File: config.mk
export PLATFORM = sky130hd
export DESIGN_NAME = slv_spi
export DESIGN_NICKNAME = d
export VERILOG_FILES = /design/src/rtl/slv_spi.sv
export SDC_FILE = /design/constraint.sdc
export NUM_CORES = 1
export LEC_CHECK = 0
export BUFFER_PORTS_ARGS = -buffer_cell sky130_fd_sc_hd__buf_2
export CAP_MARGIN = 40
export CORE_MARGIN = 2
export CORE_UTILIZATION = 55
export DETAILED_ROUTE_END_ITERATION = 6
export PLACE_DENSITY = 0.77
export SLEW_MARGIN = 20
export SYNTH_ARGS = -nofsm -noshare
export SYNTH_HDL_FRONTEND = slang
export SYNTH_SLANG_ARGS = --single-unit
File: constraint.sdc
create_clock -name clk -period 2.28 [get_ports clk]
set_clock_uncertainty 0.15 [all_clocks]
set_input_delay 0.456 -clock clk [delete_from_list [all_inputs] [get_ports clk]]
set_output_delay 0.456 -clock clk [all_outputs]
set_load 0.02 [all_outputs]
File: src/rtl/slv_spi.sv
// SPI peripheral: oversamples sclk/cs_n/mosi on clk, shifts rx words in and tx words out on miso.
// Latency: pin edges are acted on 3 clk after they occur; rx_byte/rx_vld follow the last sample edge by 1 clk.
// Backpressure: none on rx (rx_vld is a 1-cycle pulse); tx accepts via tx_vld/tx_rdy into a 1-deep holding register.
//
// Ports:
//   clk, arst_n           system clock (>= 8x sclk), async active-low reset
//   mode[1:0]             {CPOL, CPHA}; change only while cs_n is high
//   sclk, cs_n, mosi      asynchronous SPI pins from the master
//   miso                  serial data to the master (0 while idle)
//   tx_byte/tx_vld/tx_rdy word to transmit, handshake into the holding register
//   rx_byte/rx_vld        last complete received word, 1-cycle update pulse
//   busy                  frame active (synchronised cs_n low)
//   frame_err             1-cycle pulse when cs_n rises mid-word
module slv_spi #(
   parameter int             BUS     = 8,
   parameter logic [BUS-1:0] TX_IDLE = '0
) (
   input  logic           clk,
   input  logic           arst_n,
   input  logic [1:0]     mode,
   input  logic           sclk,
   input  logic           cs_n,
   input  logic           mosi,
   output logic           miso,
   input  logic [BUS-1:0] tx_byte,
   input  logic           tx_vld,
   output logic           tx_rdy,
   output logic [BUS-1:0] rx_byte,
   output logic           rx_vld,
   output logic           busy,
   output logic           frame_err
);

   localparam int CW = $clog2(BUS);

   typedef enum logic {IDLE, ACTIVE} state_t;

   state_t         state_q, state_d;

   logic [2:0]     sclk_sync;
   logic [2:0]     cs_sync;
   logic [1:0]     mosi_sync;

   logic [BUS-1:0] tx_shift;
   logic [BUS-1:0] rx_shift;
   logic [CW-1:0]  bit_cnt;
   // Set whenever a fresh word sits in tx_shift whose MSB is already on
   // miso; the next shift event must leave it in place.
   logic           skip;

   logic [BUS-1:0] hold_q;
   logic           hold_full;

   // ------------------------------------------------------------------
   // Synchronisers. Index [1] is the synchronised value, [2] the delayed
   // copy for edge detection. mosi[1] is aligned with sclk_sync[1].
   // ------------------------------------------------------------------
   always_ff @(posedge clk or negedge arst_n) begin
      if (!arst_n) begin
         sclk_sync <= 3'b111;
         cs_sync   <= 3'b111;
         mosi_sync <= 2'b00;
      end else begin
         sclk_sync <= {sclk_sync[1:0], sclk};
         cs_sync   <= {cs_sync[1:0], cs_n};
         mosi_sync <= {mosi_sync[0], mosi};
      end
   end

   logic cpol, cpha;
   logic sclk_rise, sclk_fall, cs_fall, cs_rise;
   logic lead_ev, trail_ev, sample_ev, shift_ev;
   logic active, last_sample, load_word;
   logic [BUS-1:0] tx_next;
   logic [BUS-1:0] rx_word;

   assign cpol      = mode[1];
   assign cpha      = mode[0];
   assign sclk_rise =  sclk_sync[1] & ~sclk_sync[2];
   assign sclk_fall = ~sclk_sync[1] &  sclk_sync[2];
   assign cs_fall   = ~cs_sync[1] &  cs_sync[2];
   assign cs_rise   =  cs_sync[1] & ~cs_sync[2];

   // Leading edge moves sclk away from its idle level (CPOL).
   assign lead_ev   = cpol ? sclk_fall : sclk_rise;
   assign trail_ev  = cpol ? sclk_rise : sclk_fall;
   assign sample_ev = cpha ? trail_ev : lead_ev;
   assign shift_ev  = cpha ? lead_ev  : trail_ev;

   assign active      = (state_q == ACTIVE);
   assign last_sample = sample_ev && (bit_cnt == CW'(BUS-1));
   // A new tx word enters tx_shift at frame start and at each word
   // boundary, but not when the frame is ending in the same cycle.
   assign load_word   = (!active && cs_fall) || (active && !cs_rise && last_sample);
   assign tx_next     = hold_full ? hold_q : TX_IDLE;
   assign rx_word     = {rx_shift[BUS-2:0], mosi_sync[1]};
   assign tx_rdy      = ~hold_full;

   // ------------------------------------------------------------------
   // Frame FSM
   // ------------------------------------------------------------------
   always_ff @(posedge clk or negedge arst_n) begin
      if (!arst_n) state_q <= IDLE;
      else         state_q <= state_d;
   end

   always_comb begin
      state_d = state_q;
      busy    = 1'b0;
      miso    = 1'b0;
      case (state_q)
         IDLE: begin
            if (cs_fall) state_d = ACTIVE;
         end
         ACTIVE: begin
            busy = 1'b1;
            miso = tx_shift[BUS-1];
            if (cs_rise) state_d = IDLE;
         end
         default: state_d = IDLE;
      endcase
   end

   // ------------------------------------------------------------------
   // Shift datapath
   // ------------------------------------------------------------------
   always_ff @(posedge clk or negedge arst_n) begin
      if (!arst_n) begin
         tx_shift  <= '0;
         rx_shift  <= '0;
         bit_cnt   <= '0;
         skip      <= 1'b0;
         rx_byte   <= '0;
         rx_vld    <= 1'b0;
         frame_err <= 1'b0;
      end else begin
         rx_vld    <= 1'b0;
         frame_err <= 1'b0;
         if (!active) begin
            if (cs_fall) begin
               tx_shift <= tx_next;
               rx_shift <= '0;
               bit_cnt  <= '0;
               // CPHA=0 already has the MSB out before the first sample;
               // CPHA=1 presents it on the first leading edge without shifting.
               skip     <= cpha;
            end
         end else if (cs_rise) begin
            tx_shift <= '0;
            rx_shift <= '0;
            bit_cnt  <= '0;
            skip     <= 1'b0;
            // A final sample coinciding with cs_n rising still completes.
            if (last_sample) begin
               rx_byte <= rx_word;
               rx_vld  <= 1'b1;
            end else if (bit_cnt != '0) begin
               frame_err <= 1'b1;
            end
         end else if (sample_ev) begin
            rx_shift <= rx_word;
            if (last_sample) begin
               bit_cnt  <= '0;
               rx_byte  <= rx_word;
               rx_vld   <= 1'b1;
               tx_shift <= tx_next;
               skip     <= 1'b1;
            end else begin
               bit_cnt <= bit_cnt + CW'(1);
            end
         end else if (shift_ev) begin
            if (skip) skip     <= 1'b0;
            else      tx_shift <= tx_shift << 1;
         end
      end
   end

   // ------------------------------------------------------------------
   // One-deep tx holding register; survives cs_n rising.
   // ------------------------------------------------------------------
   always_ff @(posedge clk or negedge arst_n) begin
      if (!arst_n) begin
         hold_q    <= '0;
         hold_full <= 1'b0;
      end else if (load_word && hold_full) begin
         hold_full <= 1'b0;
      end else if (tx_vld && !hold_full) begin
         hold_q    <= tx_byte;
         hold_full <= 1'b1;
      end
   end

endmodule

# [Word-level counts from Yosys, hierarchy flattened]
# Cells that the tools add are included.
[classes] n_addsub=1 n_mul=0 div_mod_pow=0 n_lt_le_gt_ge=0 n_eq_ne=5 shifts=0 n_mux=45 bitwise_logic=11 n_reduce_logical=19
[op_table] cell="2-to-1 mux 8 bit" count=11
[op_table] cell="2-to-1 mux 7 bit" count=4
[op_table] cell="2-to-1 mux 1 bit" count=24
[op_table] cell="2-to-1 mux 3 bit" count=5
[op_table] cell="NOT 1 bit" count=7
[op_table] cell="logical AND 1 bit" count=6
[op_table] cell="AND reduction 2 bit" count=3
[op_table] cell="nonzero test 2 bit" count=3
[op_table] cell="AND 1 bit" count=4
[op_table] cell="!= test 4 x 1 -> 1 bit, second input constant" count=1
[op_table] cell="!= test 4 x 2 -> 1 bit, second input constant" count=1
[op_table] cell="!= test 4 x 3 -> 1 bit, second input constant" count=1
[op_table] cell="AND reduction 4 bit" count=1
[op_table] cell="adder 3 x 1 -> 3 bit, second input constant" count=1
[op_table] cell="== test 3 bit, second input constant" count=1
[op_table] cell="logical NOT 1 bit" count=3
[op_table] cell="!= test 3 x 1 -> 1 bit, second input constant" count=1
[op_table] cell="AND reduction 3 bit" count=1
[op_table] cell="nonzero test 3 bit" count=1
[op_table] cell="case mux 1 bit (2 select lines)" count=1
[op_table] cell="logical OR 1 bit" count=1
[totals] ff_bits=47 latch_bits=0 ramBits=0 rom_bits=0 inputBits=16 output_inout_bits=13 wordCells=94 n_memories=0

# [Logic depth before layout (Yosys ltp)]
[depth] depth_word=10 ltp_mapped=6 depth_no_buf=5

# [Worst setup path before layout]
# No wires, ideal clock.
[synth_path] path_kind="input -> register" startpoint="in mode[1]" endpoint="reg tx_shift[0]" setup_time_ns=0.125 arrival_time_ns=1.995 path_slack_ns=0.010 cell_stages=5 path_buffers=0 cell_sequence="xnor2_1 > mux2i_2 > nor3_2 > a311oi_4 > mux2_2"
[synth_between] elab_chain_len=5
[synth_rtl] element="from (decl)" line_no="20" text="input logic [1:0] mode,"
[synth_rtl] element="2-to-1 mux 1 bit, on equally long branches" line_no="85, 86"
[synth_rtl] element="2-to-1 mux 1 bit" line_no="87" text="assign sample_ev = cpha ? trail_ev : lead_ev;"
[synth_rtl] element="logical AND 1 bit or 2-to-1 mux 8 bit (tied branches)" line_no="91, 160"
[synth_rtl] element="!= test 4 x 3 -> 1 bit (no source line) or 2-to-1 mux 8 bit (tied branches)"
[synth_rtl] element="AND reduction 4 bit (no source line) or 2-to-1 mux 8 bit (tied branches)"
[synth_rtl] element="to (signal assigned)" line_no="141" text="tx_shift <= tx_next;"
[synth_rtl] element="to (signal assigned)" line_no="166" text="tx_shift <= tx_next;"
[synth_rtl] element="to (signal assigned)" line_no="173" text="else tx_shift <= tx_shift << 1;"
[synth_rtl] element="to (decl)" line_no="44" text="logic [BUS-1:0] tx_shift;"
# Parallel ways exist; a longest one is shown, timed or not.
# A chain may end at the register's enable or synchronous reset.

# [Worst setup path in the final report]
[layout_path] startpoint="reg sclk_sync[1]" endpoint="reg tx_shift[6]"
[layout_between] elab_chain_len=7
[layout_rtl] element="from (decl)" line_no="40" text="logic [2:0] sclk_sync;"
[layout_rtl] element="from (signal assigned)" line_no="64" text="sclk_sync <= {sclk_sync[1:0], sclk};"
[layout_rtl] element="NOT 1 bit" line_no="80" text="assign sclk_fall = ~sclk_sync[1] & sclk_sync[2];"
[layout_rtl] element="AND 1 bit" line_no="80"
[layout_rtl] element="2-to-1 mux 1 bit, on equally long branches" line_no="85, 86"
[layout_rtl] element="2-to-1 mux 1 bit" line_no="87"
[layout_rtl] element="logical AND 1 bit or 2-to-1 mux 8 bit (tied branches)" line_no="91, 160"
[layout_rtl] element="!= test 4 x 3 -> 1 bit (no source line) or 2-to-1 mux 8 bit (tied branches)"
[layout_rtl] element="AND reduction 4 bit (no source line) or 2-to-1 mux 8 bit (tied branches)"
# Parallel ways exist; a longest one is shown, timed or not.

==> out/results.txt <==
Max-slew headroom: 63.7%
Syn Area/Cell: 13.0 um^2
P&R area growth vs syn: 18.8%
Critical path fanouts, max: 8
Via density: 5.30
Total routed wirelength: 3330 um
Drc violations: 0
Vias in the first global route: 1359
RSZ-0062 raised after global routing: no
Post-CTS setup buffers: 0
Netlist Area Pre-Place: 1950 um^2
Initial Util: 57.9%
First drt pass iteration count: 4
Cell variety after synth: 29
Initial antenna violation count: 0
WHS: 0.0457 ns
Tot Pwr: 1.90 mW
Reg2reg setup slack: 0.12 ns
Layout cells sized above 1: 42.8%
Grt total ovfl: 0
Site Rows: 21
Hold Buf Count CTS: 1
Largest net degree at the start of global routing: 48
Setup Viol. Count Final: 0
Post-route setup TNS: 0 ns
Highest metal layer with signal wires: met4
Root buf cell: clkbuf_4
Die Wd: 63.5 um
Most common cell after layout, fill and taps aside: dfrtp_1
Max VDD drop: 0.000514 V
Total number of vias: 1271
Top Ports: 29
H-tree Lvls: 2
All-Layer GR Usage: 19.4%
Worst r2r path cells: 6
Met1 Wirelength: 1440 um
Wire length on met2: 1720 um
Kind of critical path: flop to flop
Worst r2r dst: tx_shift[6]
Tcrit/Tclk final: 94.9%
Iter 0 DRT Violations: 43
Design area: 2310 um^2
Top cell by count, worst path: buf_4
Critical-path cell list: nor2b_1 -> mux2i_2 -> buf_4 -> a311oi_4 -> buf_4 -> mux2_2
Max_cap viols: 0
Synth Net Count: 169
Inserted Diodes: 0
Fin cells: 240
Sink Count: 47
Critical path launch point: sclk_sync[1]
Cell area power density: 820 nW/um^2
Commonest non-fill, non-tap cells in the layout: dfrtp_1, buf_2, mux2_2
Placed Area: 2240 um^2
NumNets Final: 212
Critical Path RT: 2.37 ns
Sequential element share of the synthesized area: 60.8%
Port bufs: 28
Final Max Tran Viols: 0
Final Hold Viols: 0
Post-synthesis cell count: 150
Final critical-path required period: 2.16 ns
Max Root-Sink Buffers: 2
End point of the critical path: tx_shift[6]
Final design utilization: 68.8%
Crit-path max cell delay: 0.57 ns
#FFs+latches synth: 47
Leak: 1.12 nW
Die Y: 63.5 um
Dpl ws: -0.0352 ns
Core Area: 3360 um^2
DRT antenna net count: 0
R2R Path Start: sclk_sync[1]
CP arrival: 2.25 ns
Critical path endpoint category: flop
Die area: 4030 um^2
CTS tree: done
Fmax: 0.462 GHz
Startpoint type of the worst setup path: flop
Final Wtd Congestion: 0.826
Worst slew pin tran: 0.540 ns
DP HPWL: 2470 um
Placed cells: 231
Total CTS buffers: 5
Wire per inst: 13.9 um
Crit-path slowest cell: dfstp_2
Final worst slack: 0.116 ns
CTS-repair resized insts: 0
Clock slew at reported path FFs: 0.12 ns
Clock Latency Late Sink: 0.36 ns
Met3 wire len: 123 um
Status: complete, no violations
Global-route wire length before repair: 6120 um
Ys Warns: 0
HP Class: input pin to flop
-- cells in the mapped netlist, drive strengths merged --
cell     instances  area (um^2)
inv              5         18.8
xnor2            1         8.76
o2bb2ai          1         8.76
a311oi           1         26.3
a221oi           1         8.76
o32ai            1         8.76
nor3             3         20.0
a32o             7         70.1
nor2             4         15.0
mux2            26          293
buf              2         8.75
nand3            1         5.00
o22ai            1         6.26
o21ai           10         50.0
dfrtp           41         1030
a22o             1         10.0
dfstp            6          158
ha               3         37.5
nor2b            6         37.5
nand2           20         75.1
and2             2         12.5
mux2i            1         13.8
and3             1         6.26
a31oi            1         6.26
nand2b           1         6.26
clkbuf           3         11.3
-- state kept, by name, indices dropped and copies added (netlist names) --
name,count
rx_vld,1
rx_shift,7
skip,1
hold_full,1
rx_byte,8
hold_q,8
mosi_sync,2
tx_shift,8
sclk_sync,3
frame_err,1
cs_sync,3
bit_cnt,3
active,1
-- critical path: cells and delay by family, from the launching register on --
family	cells	cell delay, ns
AOI/OAI and AO/OA	1	0.23
buffers and inverters	2	0.37
DFF	1	0.57
muxes	2	0.49
and+or+nand+nor	1	0.25
-- worst min path at each step --
| stage | slack (ns) | from | to | cells past startpoint |
|---|---|---|---|---|
| finish | 0.05 | cs_n | cs_sync[0] | 1 |
| CTS | 0.02 | cs_n | cs_sync[0] | 1 |
| detailed placement | 0.20 | mosi_sync[0] | mosi_sync[1] | 0 |
| global placement | 0.19 | mosi_sync[0] | mosi_sync[1] | 0 |
| floorplan | 0.01 | arst_n | active | 0 |
| global route | 0.009 | cs_n | cs_sync[0] | 1 |
-- report_power, final --
group | switching, mW | internal [mW]
Clock | 0.250 | 0.153
Combinational | 0.172 | 0.233
Sequential | 0.0999 | 0.989
-- layout make-up --
class / count / area (um^2)
Clock buffer: 7 / 55.1
Timing Repair Buffer: 41 / 265
Tap cell: 46 / 57.6
Clock inverter: 1 / 8.76
Fill cell: 277 / 1050
Multi-Input combinational cell: 93 / 726
Inverter: 5 / 18.8
Sequential cell: 47 / 1180
-- layer usage --
layer | global-route usage [%] | vias up
li1 | - | 614
met3 | 5.54 | 5
met5 | 0 | -
met4 | 4.89 | 0
met2 | 34.1 | 24
met1 | 23.4 | 628
-- cells by family (layout without fill, tap and decap cells) --
logic type,Yosys count,count (layout),share of synthesized area [%]
multiplexers,27,27,15.7
XOR/XNOR,1,1,0.450
buffers and inverters,10,54,1.99
adder cells (fa/ha/maj),3,3,1.93
AND/OR/NAND/NOR,38,38,9.12
flip-flops,47,47,60.8
AO/OA/AOI/OAI,24,24,10.0
Note: power is estimated with default switching activity, not from simulation.
